`src/rtl/regfile_param.sv`:
```
// regfile_param: NREAD-port register file, r0 hardwired to zero, self-clearing after reset.
// Optional same-cycle write-through forwarding when REGFILE_BYPASS_EN is defined.
module regfile_param #(
    parameter int DATA_W = 32,
    parameter int ADDR_W = 5,
    parameter int NREAD  = 2
) (
    input  logic                    clk,
    input  logic                    rst_n,
    input  logic                    wE,
    input  logic [ADDR_W-1:0]       rW,
    input  logic [DATA_W-1:0]       busW,
    input  logic [NREAD*ADDR_W-1:0] rA,
    output logic [NREAD*DATA_W-1:0] busA,
    output logic                    init_done,
    output logic                    wr_drop
);
    localparam int DEPTH = 2 ** ADDR_W;
    localparam logic [ADDR_W-1:0] LAST = ADDR_W'(DEPTH - 1);

    typedef enum logic {CLEAR, READY} state_t;

    state_t            state, state_nxt;
    logic [ADDR_W-1:0] clr_ptr, ptr_nxt;
    logic              drop_nxt;
    logic              wr_req;
    logic [DATA_W-1:0] mem [1:DEPTH-1];

    assign wr_req    = wE && rW != '0;
    assign init_done = state == READY;

    always_ff @(posedge clk or negedge rst_n)
        if (!rst_n) begin
            state   <= CLEAR;
            clr_ptr <= ADDR_W'(1);
            wr_drop <= 1'b0;
        end else begin
            state   <= state_nxt;
            clr_ptr <= ptr_nxt;
            wr_drop <= drop_nxt;
        end

    always_comb begin
        state_nxt = (state == CLEAR && clr_ptr == LAST) ? READY : state;
        ptr_nxt   = (state == CLEAR) ? clr_ptr + ADDR_W'(1) : clr_ptr;
        drop_nxt  = state == CLEAR && wr_req;
    end

    // Storage has no reset; the clear sequence is the only way it gets zeroed.
    always_ff @(posedge clk)
        if (state == CLEAR)
            mem[clr_ptr] <= '0;
        else if (wr_req)
            mem[rW] <= busW;

    for (genvar k = 0; k < NREAD; k++) begin : g_rd
        logic [ADDR_W-1:0] ra;
        assign ra = rA[k*ADDR_W +: ADDR_W];
`ifdef REGFILE_BYPASS_EN
        assign busA[k*DATA_W +: DATA_W] = (state == CLEAR || ra == '0) ? '0 :
                                          (wr_req && ra == rW) ? busW : mem[ra];
`else
        assign busA[k*DATA_W +: DATA_W] = (state == CLEAR || ra == '0) ? '0 : mem[ra];
`endif
    end
endmodule

```
`config.mk`:
```
export PLATFORM = sky130hd
export DESIGN_NAME = regfile_param
export DESIGN_NICKNAME = d
export VERILOG_FILES = /design/src/rtl/regfile_param.sv
export SDC_FILE = /design/constraint.sdc
export NUM_CORES = 1
export LEC_CHECK = 0
export CAP_MARGIN = 15
export CORE_ASPECT_RATIO = 0.6
export CORE_UTILIZATION = 40
export DETAILED_ROUTE_END_ITERATION = 8
export PLACE_DENSITY = 0.56
export SETUP_SLACK_MARGIN = 0.05
export SLEW_MARGIN = 40
export SYNTH_ARGS = -nofsm -noshare
export SYNTH_HDL_FRONTEND = slang
export SYNTH_SLANG_ARGS = --single-unit
```
`constraint.sdc`:
```
create_clock -name clk -period 6.1 [get_ports clk]
set_input_delay 0.915 -clock clk [delete_from_list [all_inputs] [get_ports clk]]
set_output_delay 0.915 -clock clk [all_outputs]
set_load 0.01 [all_outputs]
```
# == Yosys cells after proc, flatten, opt, wreduce, memory -nomap -nowiden ==
# Memory sizes are Yosys's and may differ from the RTL's.
# Cells that the tools add are included.
# op_classes
bitwise,1
magnitude_cmp,0
eq_ne,1
addsub,1
n_mul,0
n_shift,0
muxes,9
div_mod_pow,0
reduce_logical,9
# ops
cell,n
$mux W32,3
$reduce_or A32 Y1,1
$logic_not A5 Y1,2
$add A5 B1 Y5 const B,1
$eq A5 B5 Y1 const B,1
$mux W1,5
$mux W5,1
$reduce_bool A5 Y1,1
$logic_and A1 B1 Y1,3
$logic_or A1 B1 Y1,2
$not A1 Y1,1
# totals
mem_bits_rw,992
ff_bits,7
rom_bits,0
mem_count,1
output_inout_bits,66
elab_cells,25
latchBits,0
# mem_list
name,depth,word_bits,read_ports,rd_ports_with_merged_regs,wr,line_no,text
mem,31,32,2,0,1,27,logic [DATA_W-1:0] mem [1:DEPTH-1];

# == Longest topological paths before layout ==
# Gate-level depths: netlist of the first run.
# depth
depth_word,7
ltp_mapped,9

# == Worst setup path before layout of the first run ==
# OpenSTA, ideal clock, no wires.
# synth_timing
path_type,input port to flip-flop
startpoint,in rW[3]
endpoint,mem mem[16][0] (enable)
n_path_buf,1
arrival_time_ps,3515
setup_time_ps,421
setup_slack_ps,2163
stages,5
required_ps,5679
cell_sequence,clkbuf_1 or3_1 o311a_1 o31a_1 nor2_1
# synth_between
elab_chain_len,7
# synth_rtl
item,line_no,text
from (decl),11,"input logic [ADDR_W-1:0] rW,"
$reduce_bool A5 Y1,29,assign wr_req = wE && rW != '0;
$logic_and A1 B1 Y1,29,
$mux W1,53,else if (wr_req)
$mux W1,51,if (state == CLEAR)
$mux W1 (implied by the code),54,mem[rW] <= busW;
$reduce_or A32 Y1 (no source line),n/a,
$mux W5 (no source line) / $mux W1 (equally long branches),n/a,
to (decl),27,
# Parallel ways exist; a longest one is shown, timed or not.

# == Worst setup path in the final report of the first run ==
# layout_timing
startpoint,in rA[3]
endpoint,out busA[0]
# layout_between
elab_chain_len,3
# layout_rtl
item,line_no,text
from (decl),13,"input logic [NREAD*ADDR_W-1:0] rA,"
"parallel branches: the longest is 2 deep, another holds $mem_v2 Z31 W32",n/a,
$mux W32 *,63,assign busA[k*DATA_W +: DATA_W] = (state == CLEAR || ra == '0) ? '0 : mem[ra];
to (decl),14,"output logic [NREAD*DATA_W-1:0] busA,"
# Every way passes the cells marked *.

==> results.sh, run 1 <==
export IMPL_cts_setup_buffers=0
export IMPL_ir_drop_v=0.000226
export IMPL_crit_fanout=17
export IMPL_holdWs_ns=0.482
export IMPL_switching_share_pct=23.4
export IMPL_gp_congestion=0.847
export IMPL_finalCoreUtilization_pct=46.3
export IMPL_clk_latency_ns=0.71
export IMPL_synth_xor_area_share_pct=0.0555
export IMPL_r2r_slack_ns=2.54
export IMPL_power_density_nw_per_um2=278
export IMPL_synth_area_leaders="edfxtp_1, mux2i_1, mux4_2"
export IMPL_synth_largest_area_cell="edfxtp_1"
export IMPL_clock_skew_ns=0.0204
export IMPL_slew_viol_final=0
export IMPL_critPathRequiredTime_ns=5.18
export IMPL_dp_hpwl_mm=102
export IMPL_power_leakage_uw=0.0196
export IMPL_synth_top_family_by_area="multiplexers"
export IMPL_netlist_area_um2=47300
export IMPL_synth_async_sr_flop_share_pct=0.701
export IMPL_synth_edff_count=992
export IMPL_port_buffers=115
export IMPL_arrival_ns=4.23
export IMPL_h_tree_depth=3
export IMPL_grt_pass1_vias=30389
export IMPL_drt_iter0_drc=3823
export IMPL_num_nets_final=3105
export IMPL_max_freq_ghz=0.194
export IMPL_syn2layout_area_growth_pct=14.5
export IMPL_post_route_cells_drive_above_1_share_pct=18.5
export IMPL_drc=0
export IMPL_synthAdderAreaFrac_pct=0.0529
export IMPL_crit_type="input pin to output pin"
export IMPL_final_hold_violation_count=0
export IMPL_synth_simple_area_share_pct=4.60
export IMPL_die_h_um=268
export IMPL_fin_crit_sh_pct=84.4
export IMPL_io_pins=116
export IMPL_p_total_uw=15100
export IMPL_min_period_ns=5.15
export IMPL_cts_sinks=999
export IMPL_p_clk_share_pct=41.0
export IMPL_wl_per_cell_um=35.2
export IMPL_wl_mm=166
export IMPL_antenna_found_initial=5
export IMPL_seq_area_frac_synth_pct=63.3
export IMPL_p_switching_uw=3530
export IMPL_rsz0062_at_grt="false"
export IMPL_synth_seq_cells=999
export IMPL_maxSlewHeadroom_pct=36.6
export IMPL_start_util_pct=40.5
export IMPL_cts_made_buffers=94
export IMPL_clkTransAtPathRegs_ns=0.07
export IMPL_hp_class="input pin to async pin"
export IMPL_setup_viol=0
export IMPL_clockBufferDepth=3
export IMPL_root_buffer="clkbuf_16"
export IMPL_design_area_um2=54200
export IMPL_grt_usage_pct=27.6
export IMPL_synthMuxAreaShare_pct=23.2
export IMPL_run_status="finished clean"
export IMPL_viasPerCell=6.50
export IMPL_die_area_um2=120000
export IMPL_grt_ovfl_total=0
export IMPL_grt_max_degree=112
export IMPL_holdBufCountCts=0
export IMPL_maxCapViolCount=0
export IMPL_vias=30696
export IMPL_yosysUniqueCellTypes=52
export IMPL_coreArea_um2=117000
export IMPL_multi_input_area_um2=16600
export IMPL_synthFlopType="edfxtp_1"
export IMPL_critPathLaunchType="input pin"
export IMPL_sequentialPowerShare_pct=50.2
export IMPL_syn_nets=3010
export IMPL_endpoint_kind="output pin"
export IMPL_rows=97
export IMPL_dr_pass1_iters=7
export IMPL_netlist_instances=2958
export IMPL_power_frac_comb_pct=8.8
export IMPL_ant_nets=0
export IMPL_avgSynthCellArea_um2=16.0
export IMPL_die_width_um=446
export IMPL_grt_pass1_wl_mm=232
export IMPL_setup_tns_ns=0
export IMPL_postCtsResizedCells=0
export IMPL_synth_warnings=0
export IMPL_synth_compound_area_share_pct=6.27
export IMPL_internal_power_uw=11500
export IMPL_cts_tree="yes"
export IMPL_place_area_um2=51000
export IMPL_netlist_area_leader_share_pct=62.9
export IMPL_tightest_slew_ns=0.951
export IMPL_fillers=9997
export IMPL_regArea_um2=30000
## cell usage in the layout, fill, tap and decap left out, drive strengths merged, types with 5 or more instances in the layout
master,count
o2bb2ai,32
and2,35
a22oi,103
a21oi,9
nor2,150
a221oi,25
dfrtp,6
bufinv,12
mux2,68
o221ai,32
o22ai,89
o21ai,32
nand4,65
nand3b,5
nor4,25
mux4,174
clkbuf,121
nand2,101
diode,7
clkinv,35
buf,135
nor3,5
a211oi,65
edfxtp,992
a2111oi,7
mux2i,617
clkdlybuf4s50,107
nor2b,6
nand3,36
## state kept, by name, summed over array words and instances, names as in the netlist
register	flops
mem	992
clr_ptr	5
init_done	1
wr_drop	1
## critical path: stages
cell and delay, ns:
buf_2 0.50, buf_4 0.36, nand3b_1 0.39, buf_4 0.36, o2bb2ai_1 0.18, nor4_1 0.08
a211oi_1 0.71, clkdlybuf4s50_1 0.69
## synth_stat cells, types with 4 or more instances
master	instances
mux2i_1	617
nand3b_1	5
edfxtp_1	992
nand3_1	36
mux2_2	68
o2bb2ai_1	32
a21oi_1	9
dfrtp_1	6
nor2_1	150
buf_6	12
and2_1	35
nor3b_1	4
a221oi_1	25
nor3_1	5
mux4_2	140
a2111oi_2	6
nor4_1	25
a22oi_1	103
o22ai_1	89
nand2_1	101
clkbuf_1	121
a211oi_1	63
buf_1	8
o221ai_1	32
mux4_1	34
o21ai_0	32
nand4_1	65
nor2b_1	6
buf_2	79
buf_4	22
## stage by stage
stage               std cells  setup WS, ns
floorplan                2958          2.16
global placement         4534         0.913
detailed placement       4541          1.06
CTS                      4712          1.03
global route             4718         0.931
finish                   4719         0.954
## final cells by class
| class | count | share of cell area (%) |
|---|---|---|
| tap | 1584 | 3.66 |
| clock buffer | 121 | 4.78 |
| inverter | 2 | 0.0139 |
| antenna | 7 | 0.0323 |
| sequential | 999 | 55.3 |
| multi-input combinational | 1714 | 30.7 |
| timing repair buffer | 242 | 4.51 |
| clock inverter | 50 | 1.03 |
## kinds of logic after synthesis
group	count (synthesis)
xor gates and xnor gates	3
AOI/OAI and AO/OA	400
DFF	999
adders and majority gates	2
buffers and inverters	245
and+or+nand+nor	450
muxes	859
## final timing paths
kind,start,endpoint,cells past startpoint
max reg2reg,init_done,mem[2][25],5
min in group clk,clr_ptr[0],clr_ptr[0],1
max in group asynchronous,rst_n,clr_ptr[0],1
max,rA[3],busA[0],8
min reg2reg,clr_ptr[0],clr_ptr[0],1
min,rst_n,init_done,1
## per-layer routing
| layer | GRT usage, % | part of all wire [%] |
|---|---|---|
| met3 | 6.08 | 10 |
| met1 | 40.7 | 44 |
| met2 | 40.7 | 43 |
| met5 | 0 | 0.0066 |
| met4 | 8.16 | 2.9 |
## power by group through the flow
stage / logic [uW] / registers [uW] / clock network (uW)
final: 1320 / 7570 / 6170
after global routing: 1370 / 7560 / 6480
after detailed placement: 1300 / 7720 / 0
after global placement: 1280 / 7720 / 0
after CTS: 1310 / 7570 / 6230
after floorplan: 726 / 7720 / 0
Note: power is estimated with default switching activity, not from simulation.
==> run 2, diff against run 1 <==
==> constraint.sdc (replaced) <==
create_clock -name clk -period 5.3 [get_ports clk]
set_input_delay 0.795 -clock clk [delete_from_list [all_inputs] [get_ports clk]]
set_output_delay 0.795 -clock clk [all_outputs]
set_load 0.01 [all_outputs]
==> run 2 against run 1 <==
Net effect:
- final area increased by 0.38%
- power increased by 12%
- clock power increased by 5.8%
- non-clock buffer count increased by 42
- routed wire length increased by 2.4%
- register-to-register slack got worse by 0.82 ns
- core utilization increased by 0.18 points
- hold slack got worse by 0.13 ns
- critical path depth unchanged
- clock-buffer cell count decreased by 4
- cell count increased by 0.68%
- sequential share of layout area decreased by 0.21 points
==> results.sh, run 2 (synthesis results as in run 1) <==
export IMPL_run_status="finished clean"
export IMPL_busiest_layer="met1"
export IMPL_crit_path_end="busA[0]"
export IMPL_drc=0
export IMPL_post_route_cells_drive_above_1_share_pct=19.2
export IMPL_r2r_slack_ns=1.72
export IMPL_min_period_ns=4.86
export IMPL_clock_skew_ns=0.0237
export IMPL_io_pins=116
export IMPL_clkTransAtPathRegs_ns=0.06
export IMPL_grt_usage_pct=28.2
export IMPL_vias=30854
export IMPL_setup_viol=0
export IMPL_grt_use_met1_pct=42.0
export IMPL_largest_register="mem"
export IMPL_syn2layout_area_growth_pct=14.9
export IMPL_crit_fanout=39
export IMPL_start_util_pct=40.5
export IMPL_drt_iter0_drc=4272
export IMPL_die_area_um2=120000
export IMPL_power_frac_comb_pct=9.3
export IMPL_internal_power_uw=12800
export IMPL_tightest_slew_ns=0.961
export IMPL_rsz0062_at_grt="false"
export IMPL_gp_congestion=0.869
export IMPL_crit_type="input pin to output pin"
export IMPL_cp_startpoint="rA[0]"
export IMPL_grtUsageMet2_pct=40.9
export IMPL_use_met3_pct=6.33
export IMPL_postCtsResizedCells=0
export IMPL_worst_path_max_delay_cell="a211oi_1"
export IMPL_arrival_ns=4.06
export IMPL_timing_rr_end="mem[21][28]"
export IMPL_cts_tree="yes"
export IMPL_num_nets_final=3146
export IMPL_grt_ovfl_total=0
export IMPL_final_hold_violation_count=0
export IMPL_critPathLaunchType="input pin"
export IMPL_grt_max_degree=86
export IMPL_cp_cell_sequence="buf_8, buf_16, or3b_2, buf_12, o22ai_1, nor4_1, a211oi_1, clkdlybuf4s50_1"
export IMPL_slew_viol_final=0
export IMPL_largest_reg_flops=992
export IMPL_cts_setup_buffers=0
export IMPL_maxSlewHeadroom_pct=35.6
export IMPL_cts_made_buffers=93
export IMPL_endpoint_kind="output pin"
export IMPL_sequentialPowerShare_pct=51.8
export IMPL_fillers=9968
export IMPL_r2r_start="init_done"
export IMPL_ir_drop_v=0.000236
export IMPL_wl_per_cell_um=35.8
export IMPL_dr_pass1_iters=6
export IMPL_power_density_nw_per_um2=309
export IMPL_h_tree_depth=3
export IMPL_holdBufCountCts=0
export IMPL_viasPerCell=6.49
export IMPL_reg_top3="mem (992), clr_ptr (5)"
export IMPL_hp_class="input pin to async pin"
export IMPL_power_leakage_uw=0.0198
export IMPL_critPathRequiredTime_ns=4.51
export IMPL_max_freq_ghz=0.206
export IMPL_ant_nets=0
export IMPL_rows=97
export IMPL_grt_pass1_vias=30246
export IMPL_worst_path_stages=8
export IMPL_maxCapViolCount=0
export IMPL_regArea_um2=30000
export IMPL_crit_buf_inv=4
export IMPL_die_h_um=268
export IMPL_coreArea_um2=117000
export IMPL_fin_crit_sh_pct=91.7
export IMPL_dp_hpwl_mm=106
export IMPL_p_clk_share_pct=38.9
export IMPL_port_buffers=115
export IMPL_final_common_cell="edfxtp_1"
export IMPL_place_area_um2=51600
export IMPL_p_switching_uw=4010
export IMPL_grt_pass1_wl_mm=236
export IMPL_clockBufferDepth=3
export IMPL_die_width_um=446
export IMPL_root_buffer="clkbuf_16"
export IMPL_multi_input_area_um2=16600
export IMPL_switching_share_pct=23.9
export IMPL_layout_common_cells="edfxtp_1, mux2i_1, mux4_2, buf_4, nor2_1"
export IMPL_wl_mm=170
export IMPL_worst_path_largest_cell_delay_ns=0.81
export IMPL_setup_tns_ns=0
export IMPL_path_delay_family="buffers and inverters"
export IMPL_cts_sinks=999
export IMPL_clk_latency_ns=0.70
export IMPL_reg2reg_depth=5
export IMPL_diodes=0
export IMPL_antenna_found_initial=2
export IMPL_design_area_um2=54400
run 2: changes by cell type in the layout (fill, tap and decap cells not counted), sizes merged:
cell / previous run / this run
clkinv: 35 / 44
buf: 135 / 177
diode: 7 / 0
clkinvlp: 2 / 1
bufinv: 12 / 5
clkbuf: 121 / 117
run 2: per-stage QoR:
step	utilization, %	setup slack (ns)	instances	power, uW	hold WS [ns]
after global placement	43.9	0.611	4576	10400	0.518
after global routing	46.5	0.499	4751	17200	0.364
after floorplan	-	1.48	2958	9720	0.499
after detailed placement	44.1	0.620	4583	10400	0.527
final	46.5	0.443	4751	16800	0.351
after CTS	46.5	0.603	4751	16800	0.334
run 2: power groups by stage:
stage / Combinational [uW] / Clock (uW) / Sequential [uW]
after global placement: 1520 / 0 / 8880
after CTS: 1550 / 6590 / 8710
after floorplan: 836 / 0 / 8880
after detailed placement: 1540 / 0 / 8880
final: 1560 / 6530 / 8710
after global routing: 1610 / 6870 / 8710
run 2: worst min-delay path by stage:
stage,from,endpoint
2_1_floorplan,rst_n,clr_ptr[1]
3_3_place_gp,clr_ptr[0],clr_ptr[0]
3_5_place_dp,clr_ptr[0],clr_ptr[0]
4_1_cts,rst_n,wr_drop
5_1_grt,rst_n,wr_drop
6_report,rst_n,wr_drop
run 2: cell type report:
cell class                 instances  area share, %
clock buffer                     117           4.52
clock inverter                    51          0.655
multi-input combinational       1714           30.5
timing repair buffer             284           5.54
sequential                       999           55.1
inverter                           2         0.0138
tap                             1584           3.64
run 2: metal layers:
layer / part of all wire, % / wire length, um
met5: 0.0076 / 13
met4: 3.5 / 5880
met2: 42 / 72100
met3: 11 / 19200
met1: 43 / 73000
==> RTL edit (flow settings as in run 2) <==
Reset style: synchronous (`rst_n`), changed in one clocked block.
--- a/src/rtl/regfile_param.sv
+++ b/src/rtl/regfile_param.sv
@@ -29,7 +29,7 @@
     assign wr_req    = wE && rW != '0;
     assign init_done = state == READY;
 
-    always_ff @(posedge clk or negedge rst_n)
+    always_ff @(posedge clk)
         if (!rst_n) begin
             state   <= CLEAR;
             clr_ptr <= ADDR_W'(1);
Function: differs if rst_n is asserted again (counterexample within 4 cycles, from zero or initial values and one cycle with rst_n low); with rst_n held inactive, the same outputs for 4 cycles.
==> RTL edit against run 2 <==
Final area grew 0.34%; global-route usage shrank 0.98 points; total power grew 1.3%; sequential share of layout area shrank 0.25 points; hold slack gained 0.30 ns; synthesized area is essentially flat; fmax grew 3.2%; first-iteration DRC count shrank 6.4%; critical endpoint is now busA[4]; highest routed layer unchanged; sequential cell count is the same; setup slack gained 0.15 ns; sequential power is essentially flat; wire length shrank 4.0%; register-to-register slack lost 0.28 ns.
==> RTL edit: results (changes against run 2) <==
----------------------------------------------------
[Run status]
  Run status ... finished clean

[Min path]
  Hold Crit Class ... register to register
  Worst Hold Launch ... clr_ptr[0]$_SDFFE_PN1N_
  Worst Hold Path Cells ... 2

[Timing]
  Max-slew headroom at the worst pin ... 0.441 (+0.0851)
  Worst slack on hold paths ... 0.646 ns (+0.295 ns)
  Clock skew after layout ... 0.0195 ns (-0.00413 ns)

[Place]
  Number of placed cells counting well taps ... 4,376 (-4.5%)
  Weighted congestion reported at the end of routability-driven placement ... 0.860 (-0.96%)
  Post-detail-place hpwl ... 103 mm (-2.6%)

[Routing]
  Routed vias ... 29,900 (-3.0%)
  Number of DRC markers in iteration 0 ... 3,998 (-6.4%)
  Router iterations before antenna repair ... 5 (-1)
  Wire length per cell ... 36.0 microns (+0.46%)

[Yosys]
  Share of the yosys chip area belonging to registers ... 0.633 (about the same)
  Most frequent cells after synthesis ... 992 x sky130_fd_sc_hd__edfxtp_1, 288 x sky130_fd_sc_hd__mux4_2, 236 x sky130_fd_sc_hd__mux2i_1
  Share of async-settable or async-resettable flops after synthesis ... 0 (-0.00701)
  Distinct cell type count of the synthesized netlist ... 60 (+15%)
  Post-synth EDFFs ... 992 (unchanged)
  Mean instance size in the synthesized netlist ... 17.4 sq um (+8.7%)
  Total nets after synthesis ... 2,772 (-7.9%)
  Area contributors post-synth ... sky130_fd_sc_hd__edfxtp_1 63%, sky130_fd_sc_hd__mux4_2 14%, sky130_fd_sc_hd__mux2i_1 5.0%

[Worst setup path]
  Critical Path Slowest Stage Cell ... sky130_fd_sc_hd__clkdlybuf4s50_1
  Max Fanout on Critical Path ... 15 (-62%)
  Timing startpoint of the critical path ... rA[4]
  Last element of the critical path ... busA[4]
  Critical R2R Launch ... init_done$_SDFFE_PN0P_
  Worst path arrival time ... 3.91 ns (-0.15 ns)
  Minimum setup slack among reg-to-reg paths ... 1.44 ns (-0.28 ns)
  Worst reg2reg path endpoint ... mem[18][22]$_DFFE_PP_
  Maximum cell stage delay along the critical path ... 0.66 ns (-0.15 ns)

[Pwr]
  Sw frac ... 0.229 (-0.00966)
  Leakage component of the power ... 16.5 nW (-16%)
  Largest voltage drop on the vdd net ... 266 uV (+13%)

[Global route]
  Global-route wire length before repair ... 228 mm (-3.2%)
  Total global routing track utilization ... 0.272 (-0.00981)
  Largest net degree at the start of global routing ... 91 (+5.8%)
  Number of antenna violations at the first check in global routing ... 5 (+3)

[Clock network]
  Total CTS buffers ... 96 (+3.2%)
  CTS clock-pin slew for the worst setup and hold paths ... 0.06 ns (about the same)
  Deepest clock path buffer count ... 3 (unchanged)

[Final layout]
  Filler-free cell count of the finished design ... 4,540 (-4.4%)
  Number of nets in the final layout ... 2,942 (-6.5%)
  Proportion of layout cells with a drive suffix above 1 ... 0.306 (+0.115)
  Count of fill cells added during filler insertion ... 9,888 (-0.80%)

----------------------------------------------------
RTL edit: cell families (layout without fill, tap and decap cells):
| logic type | after synthesis | in the layout | share of synthesized area |
|---|---|---|---|
| xor gates and xnor gates | 3 | 3 | 0.000556 |
| muxes | 683 | 683 | 0.225 |
| buffers and inverters | 238 | 474 | 0.0259 |
| and+or+nand+nor | 280 | 280 | 0.0321 |
| AOI/OAI and AO/OA | 515 | 515 | 0.0834 |
| DFF | 999 | 999 | 0.633 |
| adders and majority gates | 2 | 2 | 0.000529 |
RTL edit: layer usage:
layer | GRT usage | vias up | share of wire
met5 | 0 | - | 0.000061
met4 | 0.0617 | 2 | 0.024
met3 | 0.0689 | 224 | 0.11
met2 | 0.393 | 1878 | 0.43
met1 | 0.412 | 16000 | 0.44
li1 | - | 11800 | -
RTL edit: cell type report:
| cell class | count | area (sq um) | share of cell area |
|---|---|---|---|
| Timing Repair Buffer | 308 | 2980 | 0.0546 |
| Clock inverter | 47 | 549 | 0.0101 |
| Tap cell | 1584 | 1980 | 0.0363 |
| Inverter | 2 | 7.51 | 0.000138 |
| Clock buffer | 117 | 2570 | 0.0470 |
| Multi-Input combinational cell | 1483 | 16600 | 0.304 |
| Sequential cell | 999 | 29900 | 0.548 |
RTL edit: power by group through the flow:
stage	registers (mW)	clock network (mW)	logic [mW]
final	8.72	7.07	1.23
after global routing	8.72	7.43	1.27
after CTS	8.72	7.13	1.21
after detailed placement	8.89	0	1.21
after global placement	8.88	0	1.19
after floorplan	8.87	0	0.716
RTL edit: through the flow:
stage	cell area (sq um)	worst slack (ns)
finish	54600	0.594
global route	54600	0.525
CTS	54600	0.612
detailed placement	51500	0.629
global placement	51300	0.651
floorplan	47300	1.43
